<file path="src/rtl/serial_subtractor_pkg.sv">
// Shared definitions for the bit-serial subtractor: FSM states, default width
// and the bit-counter sizing helper.
package serial_subtractor_pkg;

  localparam int DEFAULT_WIDTH = 8;

  typedef enum logic [1:0] {
    IDLE = 2'd0,
    RUN  = 2'd1,
    DONE = 2'd2
  } state_t;

  // Counter width needed to index WIDTH bits, never narrower than one bit
  function automatic int cnt_width(input int w);
    return (w > 1) ? $clog2(w) : 1;
  endfunction

endpackage

</file>
<file path="src/rtl/full_subtractor.sv">
// Full-subtractor built from two half-subtractors plus an OR on the borrows.
module full_subtractor (
  input  logic x,
  input  logic y,
  input  logic bin,
  output logic d,
  output logic bout
);

  logic d1;
  logic b1;
  logic b2;

  half_subtractor u_hs_xy (
    .a    (x),
    .b    (y),
    .d    (d1),
    .bout (b1)
  );

  half_subtractor u_hs_bin (
    .a    (d1),
    .b    (bin),
    .d    (d),
    .bout (b2)
  );

  assign bout = b1 | b2;

endmodule

</file>
<file path="src/rtl/half_subtractor.sv">
// Half-subtractor cell: difference and borrow of a - b for single bits.
module half_subtractor (
  input  logic a,
  input  logic b,
  output logic d,
  output logic bout
);

  assign d    = a ^ b;
  assign bout = ~a & b;

endmodule

</file>
<file path="src/rtl/serial_subtractor.sv">
// Bit-serial unsigned subtractor computing x - y LSB-first, one bit per clock,
// with a registered borrow chain and a start/busy/done handshake.
module serial_subtractor
  import serial_subtractor_pkg::*;
#(
  parameter int WIDTH = DEFAULT_WIDTH
) (
  input  logic             clk,
  input  logic             rst_n,
  input  logic             start,
  input  logic [WIDTH-1:0] x,
  input  logic [WIDTH-1:0] y,
  output logic             busy,
  output logic             done,
  output logic [WIDTH-1:0] d,
  output logic             b
);

  localparam int CW = cnt_width(WIDTH);
  localparam logic [CW-1:0] LAST = CW'(WIDTH - 1);

  state_t           state;
  logic [WIDTH-1:0] sx;
  logic [WIDTH-1:0] sy;
  logic [WIDTH-1:0] sd;
  logic [WIDTH-1:0] sd_next;
  logic             br;
  logic [CW-1:0]    cnt;
  logic             diff;
  logic             bout;

  full_subtractor u_fs (
    .x    (sx[0]),
    .y    (sy[0]),
    .bin  (br),
    .d    (diff),
    .bout (bout)
  );

  // The new difference bit enters from the MSB so the LSB arrives last in bit 0
  generate
    if (WIDTH == 1) begin : g_w1
      assign sd_next = diff;
    end else begin : g_wn
      assign sd_next = {diff, sd[WIDTH-1:1]};
    end
  endgenerate

  // Sequencing FSM with shift registers, borrow, counter and registered outputs
  always_ff @(posedge clk or negedge rst_n) begin
    if (!rst_n) begin
      state <= IDLE;
      busy  <= 1'b0;
      done  <= 1'b0;
      d     <= '0;
      b     <= 1'b0;
      sx    <= '0;
      sy    <= '0;
      sd    <= '0;
      br    <= 1'b0;
      cnt   <= '0;
    end else begin
      case (state)
        IDLE: begin
          done <= 1'b0;
          if (start) begin
            sx    <= x;
            sy    <= y;
            sd    <= '0;
            br    <= 1'b0;
            cnt   <= '0;
            busy  <= 1'b1;
            state <= RUN;
          end
        end
        RUN: begin
          sx  <= sx >> 1;
          sy  <= sy >> 1;
          sd  <= sd_next;
          br  <= bout;
          cnt <= cnt + 1'b1;
          if (cnt == LAST) begin
            d     <= sd_next;
            b     <= bout;
            busy  <= 1'b0;
            done  <= 1'b1;
            state <= DONE;
          end
        end
        DONE: begin
          done  <= 1'b0;
          state <= IDLE;
        end
        default: begin
          busy  <= 1'b0;
          done  <= 1'b0;
          state <= IDLE;
        end
      endcase
    end
  end

endmodule
</file>
<file path="config.mk">
export PLATFORM = sky130hd
export DESIGN_NAME = serial_subtractor
export DESIGN_NICKNAME = d
export VERILOG_FILES = /design/src/rtl/serial_subtractor_pkg.sv /design/src/rtl/full_subtractor.sv /design/src/rtl/half_subtractor.sv /design/src/rtl/serial_subtractor.sv
export SDC_FILE = /design/constraint.sdc
export NUM_CORES = 1
export LEC_CHECK = 0
export CORE_MARGIN = 2
export CORE_UTILIZATION = 55
export DETAILED_ROUTE_END_ITERATION = 10
export PLACE_DENSITY = 0.95
export RECOVER_POWER = 25
export SYNTH_ARGS = -nofsm -noshare
export SYNTH_HDL_FRONTEND = slang
export SYNTH_SLANG_ARGS = --single-unit
</file>
<file path="constraint.sdc">
create_clock -name clk -period 3.5 [get_ports clk]
set_clock_uncertainty 0.15 [all_clocks]
set_input_delay 0.7 -clock clk [delete_from_list [all_inputs] [get_ports clk]]
set_output_delay 0.7 -clock clk [all_outputs]
set_load 0.005 [all_outputs]
</file>
# After elaboration in Yosys (flattened, before gate mapping)
# Cells that the tools add are included.
classes:
  addsub: 1
  mul: 0
  div: 0
  n_lt_le_gt_ge: 0
  n_eq_ne: 5
  shifts: 0
  n_mux: 18
  bitwise: 8
  n_reduce_logical: 6
op_table:
  columns: ["operator", "n"]
  rows:
  - ["one-hot mux 8 bit (2 select lines)", 3]
  - ["2-to-1 mux 8 bit", 3]
  - ["one-hot mux 3 bit (2 select lines)", 1]
  - ["AND reduction 2 bit", 3]
  - ["2-to-1 mux 1 bit", 5]
  - ["2-to-1 mux 2 bit", 2]
  - ["inequality test 2 bit, second input constant", 2]
  - ["one-hot mux 2 bit (2 select lines)", 1]
  - ["adder 3 x 1 -> 3 bit, second input constant", 1]
  - ["equality test 3 bit, second input constant", 1]
  - ["2-to-1 mux 3 bit", 1]
  - ["NOT 1 bit", 3]
  - ["one-hot mux 1 bit (3 select lines)", 1]
  - ["AND reduction 3 bit", 1]
  - ["AND 1 bit", 2]
  - ["equality test 2 x 1 -> 1 bit, second input constant", 1]
  - ["equality test 2 bit, second input constant", 1]
  - ["logical NOT 2 bit", 1]
  - ["one-hot mux 1 bit (2 select lines)", 1]
  - ["nonzero test 2 bit", 1]
  - ["bitwise XOR 1 bit", 2]
  - ["bitwise OR 1 bit", 1]
word_totals:
  ff_bits: 41
  latch_bits: 0
  ramBits: 0
  mem_bits_ro: 0
  input_bits: 19
  output_inout_bits: 11
  elab_cells: 48
  n_memories: 0

# Logic depth before layout (Yosys ltp)
logic_depth:
  ltp_word: 5
  mapped_depth: 6
  depth_no_buf: 5

# By module
# Synthesis repeated with hierarchy kept, for this count alone.
hier_totals:
  hier_cells: 148
  area_unflattened_um2: 1740.4
by_module_without_submodules:
  columns: ["mod", "n_inst", "cells_per_inst", "area_per_inst_um2", "seq_area_each_um2"]
  rows:
  - ["serial_subtractor", 1, 141, 1694.1, 1001.0]
  - ["half_subtractor", 2, 3, 20.0, 0.0]
  - ["full_subtractor", 1, 1, 6.3, 0.0]

# Worst setup path before layout
# No wires, ideal clock.
synth_path:
  kind: "input port to flip-flop"
  from: "input start"
  to: "register sy[3]"
  setup_ns: 0.119
  arrival_ns: 1.351
  required_time_ns: 3.231
  setup_slack_ns: 1.880
  stages: 4
  path_buffers: 1
  path_cell_list: "buf_6 -> or4b_4 -> o21ai_2 -> a21oi_2"
synth_between:
  elab_chain_len: 2
synth_rtl:
  columns: ["item", "line", "rtl"]
  rows:
  - ["start: declaration", "serial_subtractor.sv:10", "input logic start,"]
  - ["inequality test 2 bit (no line)", null, null]
  - ["AND reduction 2 bit (no line)", null, null]
  - ["end signal: assignment", "serial_subtractor.sv:68", "sy <= y;"]
  - ["end signal: assignment", "serial_subtractor.sv:78", "sy <= sy >> 1;"]
  - ["end: declaration", "serial_subtractor.sv:24", "logic [WIDTH-1:0] sy;"]
# No other way between the ends.
# A chain may end at the register's enable or synchronous reset.

# Worst setup path in the final report
layout_path:
  from: "input start"
  to: "register sx[4]"
layout_between:
  elab_chain_len: 2
layout_rtl:
  columns: ["item", "line", "rtl"]
  rows:
  - ["inequality test 2 bit (no line)", null, null]
  - ["AND reduction 2 bit (no line)", null, null]
  - ["end signal: assignment", "serial_subtractor.sv:77", "sx <= sx >> 1;"]
  - ["end: declaration", "serial_subtractor.sv:23", "logic [WIDTH-1:0] sx;"]
# No other way between the ends.

==> key figures <==
Die
  – Core area: 3030 µm²
  – Row cnt: 20
  – Die height: 60.1 µm
  – Die X: 60.1 µm
  – Starting density of the core: 57.2%
  – Die area: 3610 µm²
  – I/O pin total: 30

Finish
  – # fillers: 231
  – Multi-input gate area: 616 µm²
  – Ant. Diodes: 0
  – Layout area overhead: 19.7%
  – Fin cells: 215
  – Final core occ: 68.5%
  – NumNets Final: 192
  – Register Area: 1000 µm²
  – Share of cells above drive strength 1: 12.9%

Critical path
  – CP max stage delay: 870 ps
  – Worst Path Max Fanout: 18
  – CP Capture Type: register
  – Slowest stage cell, crit path: clkdlybuf4s50_1
  – Crit path arrival time: 2400 ps
  – Startpoint types: primary input
  – Cells along the critical path: clkdlybuf4s50_1 > nand2b_1 > o22ai_1 > a21oi_1
  – CP Class: in -> reg
  – WP data required: 3580 ps

Min path
  – Worst hold-check path type: reg -> reg

Pwr
  – P_leak: 0.919 nW
  – PD cells: 879 nW/µm²
  – Maximum VDD drop: 0.439 mV

Place
  – DP Wirelength: 2360 µm
  – Post-place setup slack: 861 ps
  – Port bufs: 29
  – Global placement routability congestion: 0.807
  – Placed Cells: 207

Clock tree
  – Clock latency on the worst-skew pair: 360 ps
  – H-tree Lvls: 2
  – Post-CTS Setup Bufs: 0
  – Buffer levels on the longest clock path: 2
  – Hold-fix buffers, CTS: 0
  – Resized Gates After CTS: 0
  – CTS buffer count: 5
  – Sink Count: 40
  – Clock slew at reported path FFs: 120 ps
  – Root Buffer: clkbuf_4
  – TritonCTS clock tree: yes

Synth
  – Synthesized instance count: 145
  – Mapped Area: 1730 µm²
  – YS warnings: 0
  – Sequential area share after synthesis: 57.8%
  – Mean Syn Cell Area: 11.9 µm²
  – Syn Nets: 167
  – #FFs+latches synth: 40
  – Distinct cell type count after synthesis: 23

STA
  – Tcrit/Tclk final: 66.1%
  – Hold_ws: 343 ps
  – Slew at the pin with the worst max-slew slack: 2070 ps
  – FMAX: 432 MHz
  – Setup tns final: 0 ps
  – Setup violations, final: 0
  – Crit path time final: 2310 ps
  – Setup ws final: 1190 ps
  – RSZ-0062 raised after global routing: false
  – Final-report hold violation count: 0
  – Rel. slew slack: -38.2%
  – Max-slew violations: 41

Route
  – Routed wire length: 3550 µm
  – DRT iter0 DRCs: 106
  – Routed vias/inst: 5.75
  – WL/cell: 16.5 µm
  – # DRC: 0
  – First-pass detailed-route iteration total: 4
  – Post-route antenna net violation count: 0
  – Via count: 1236

Global route
  – Total congestion overflow: 0
  – Pin count of the biggest net entering global routing: 41
  – Antenna violations before repair: 0
  – Overall global routing resource usage: 21.9%
  – First-pass GRT wire length: 5690 µm
  – Vias in the first global route: 1206

Flow run
  – Max-Cap Viols: 1

Status
  – Failing checks: capacitance limit, slew limit
  – Status: complete, but fails checks
-- metrics by stage --
stage	total power [W]	instance area [µm²]
6_report	0.00182	2070
5_1_grt	0.00195	2070
4_1_cts	0.00183	2070
3_5_place_dp	0.00149	1980
3_3_place_gp	0.00143	1980
2_1_floorplan	0.00127	1730
-- routing by layer --
metal  up-vias  wire, µm  GRT usage (%)
li1        579         -              -
met2        40      1740           34.9
met5         -         0              0
met3         6       215           7.58
met1       611      1540           27.8
met4         0        53           7.62
-- power by group --
| part | leakage (nW) | switching (W) | internal (W) |
|---|---|---|---|
| Combinational | 0.375 | 0.000304 | 0.000350 |
| Sequential | 0.493 | 0.000161 | 0.000668 |
| Clock | 0.0515 | 0.000151 | 0.000190 |
| Total | 0.919 | 0.000616 | 0.00121 |
-- cell type report --
type	count	area share, %
timing repair buffer	29	13.7
multi-input combinational	88	29.7
sequential	40	48.3
tap	44	2.66
clock inverter	1	1.45
inverter	6	1.09
clock buffer	7	3.14
-- critical path: cells and delay by family --
kind                   cells  cell delay (ps)
and+or+nand+nor            1              430
AOI/OAI and AO/OA          2              400
buffers and inverters      1              870
-- cells in the mapped netlist --
master | count | share of area [%]
o21ai_2 | 1 | 0.51
o22ai_1 | 26 | 9.4
nor2_2 | 1 | 0.36
buf_4 | 1 | 0.43
ha_1 | 2 | 1.4
mux2_2 | 8 | 5.2
or4b_4 | 1 | 0.79
buf_6 | 6 | 3.9
nor2b_1 | 1 | 0.36
nand2_1 | 7 | 1.5
a21oi_2 | 1 | 0.51
clkbuf_1 | 2 | 0.43
nand3b_4 | 1 | 1.2
inv_1 | 6 | 1.3
buf_2 | 2 | 0.58
nor2_1 | 4 | 0.87
o21bai_2 | 1 | 0.65
a21oi_1 | 14 | 4.0
dfrtp_1 | 40 | 58
nand2b_1 | 2 | 0.72
fa_1 | 1 | 1.2
a22o_1 | 9 | 4.6
o21ai_0 | 8 | 2.3
-- state kept, by name, summed over array words and instances, names as in the netlist --
signal / count
cnt: 3
sx: 8
sy: 8
br: 1
state: 2
busy: 1
d: 8
sd: 7
b: 1
done: 1
-- path summary, 6_finish.rpt --
kind	start	slack (ps)	end	cells after the start
worst max-delay path	start	1190	sx[4]	4
worst min-delay path	br	340	br	2
worst max register to register	state[1]	1800	sx[2]	3
worst min register to register	br	340	br	2
max in group asynchronous	rst_n	1240	sx[0]	1
min in group asynchronous	rst_n	770	sx[5]	1
-- layout by cell type (no fill, tap or decap) --
cell type / count
a21oi_1: 14
a21oi_2: 1
a22o_1: 9
bufinv_16: 1
clkbuf_1: 1
clkbuf_4: 5
clkbuf_8: 2
clkdlybuf4s50_1: 28
dfrtp_1: 40
fa_1: 1
ha_1: 2
inv_1: 6
mux2_2: 8
nand2_1: 7
nand2b_1: 2
nand3b_4: 1
nor2_1: 4
nor2_2: 1
nor2b_1: 1
o21ai_0: 8
o21ai_2: 1
o21bai_2: 1
o22ai_1: 26
or4b_4: 1
-- logic make-up after synthesis --
family	share of synthesized area (%)
flops	57.8
buf+inv	6.65
fa+ha+maj	2.60
compound gates	22.0
simple gates	5.78
mux	5.20
No activity file was read; power rests on OpenSTA's default activity.
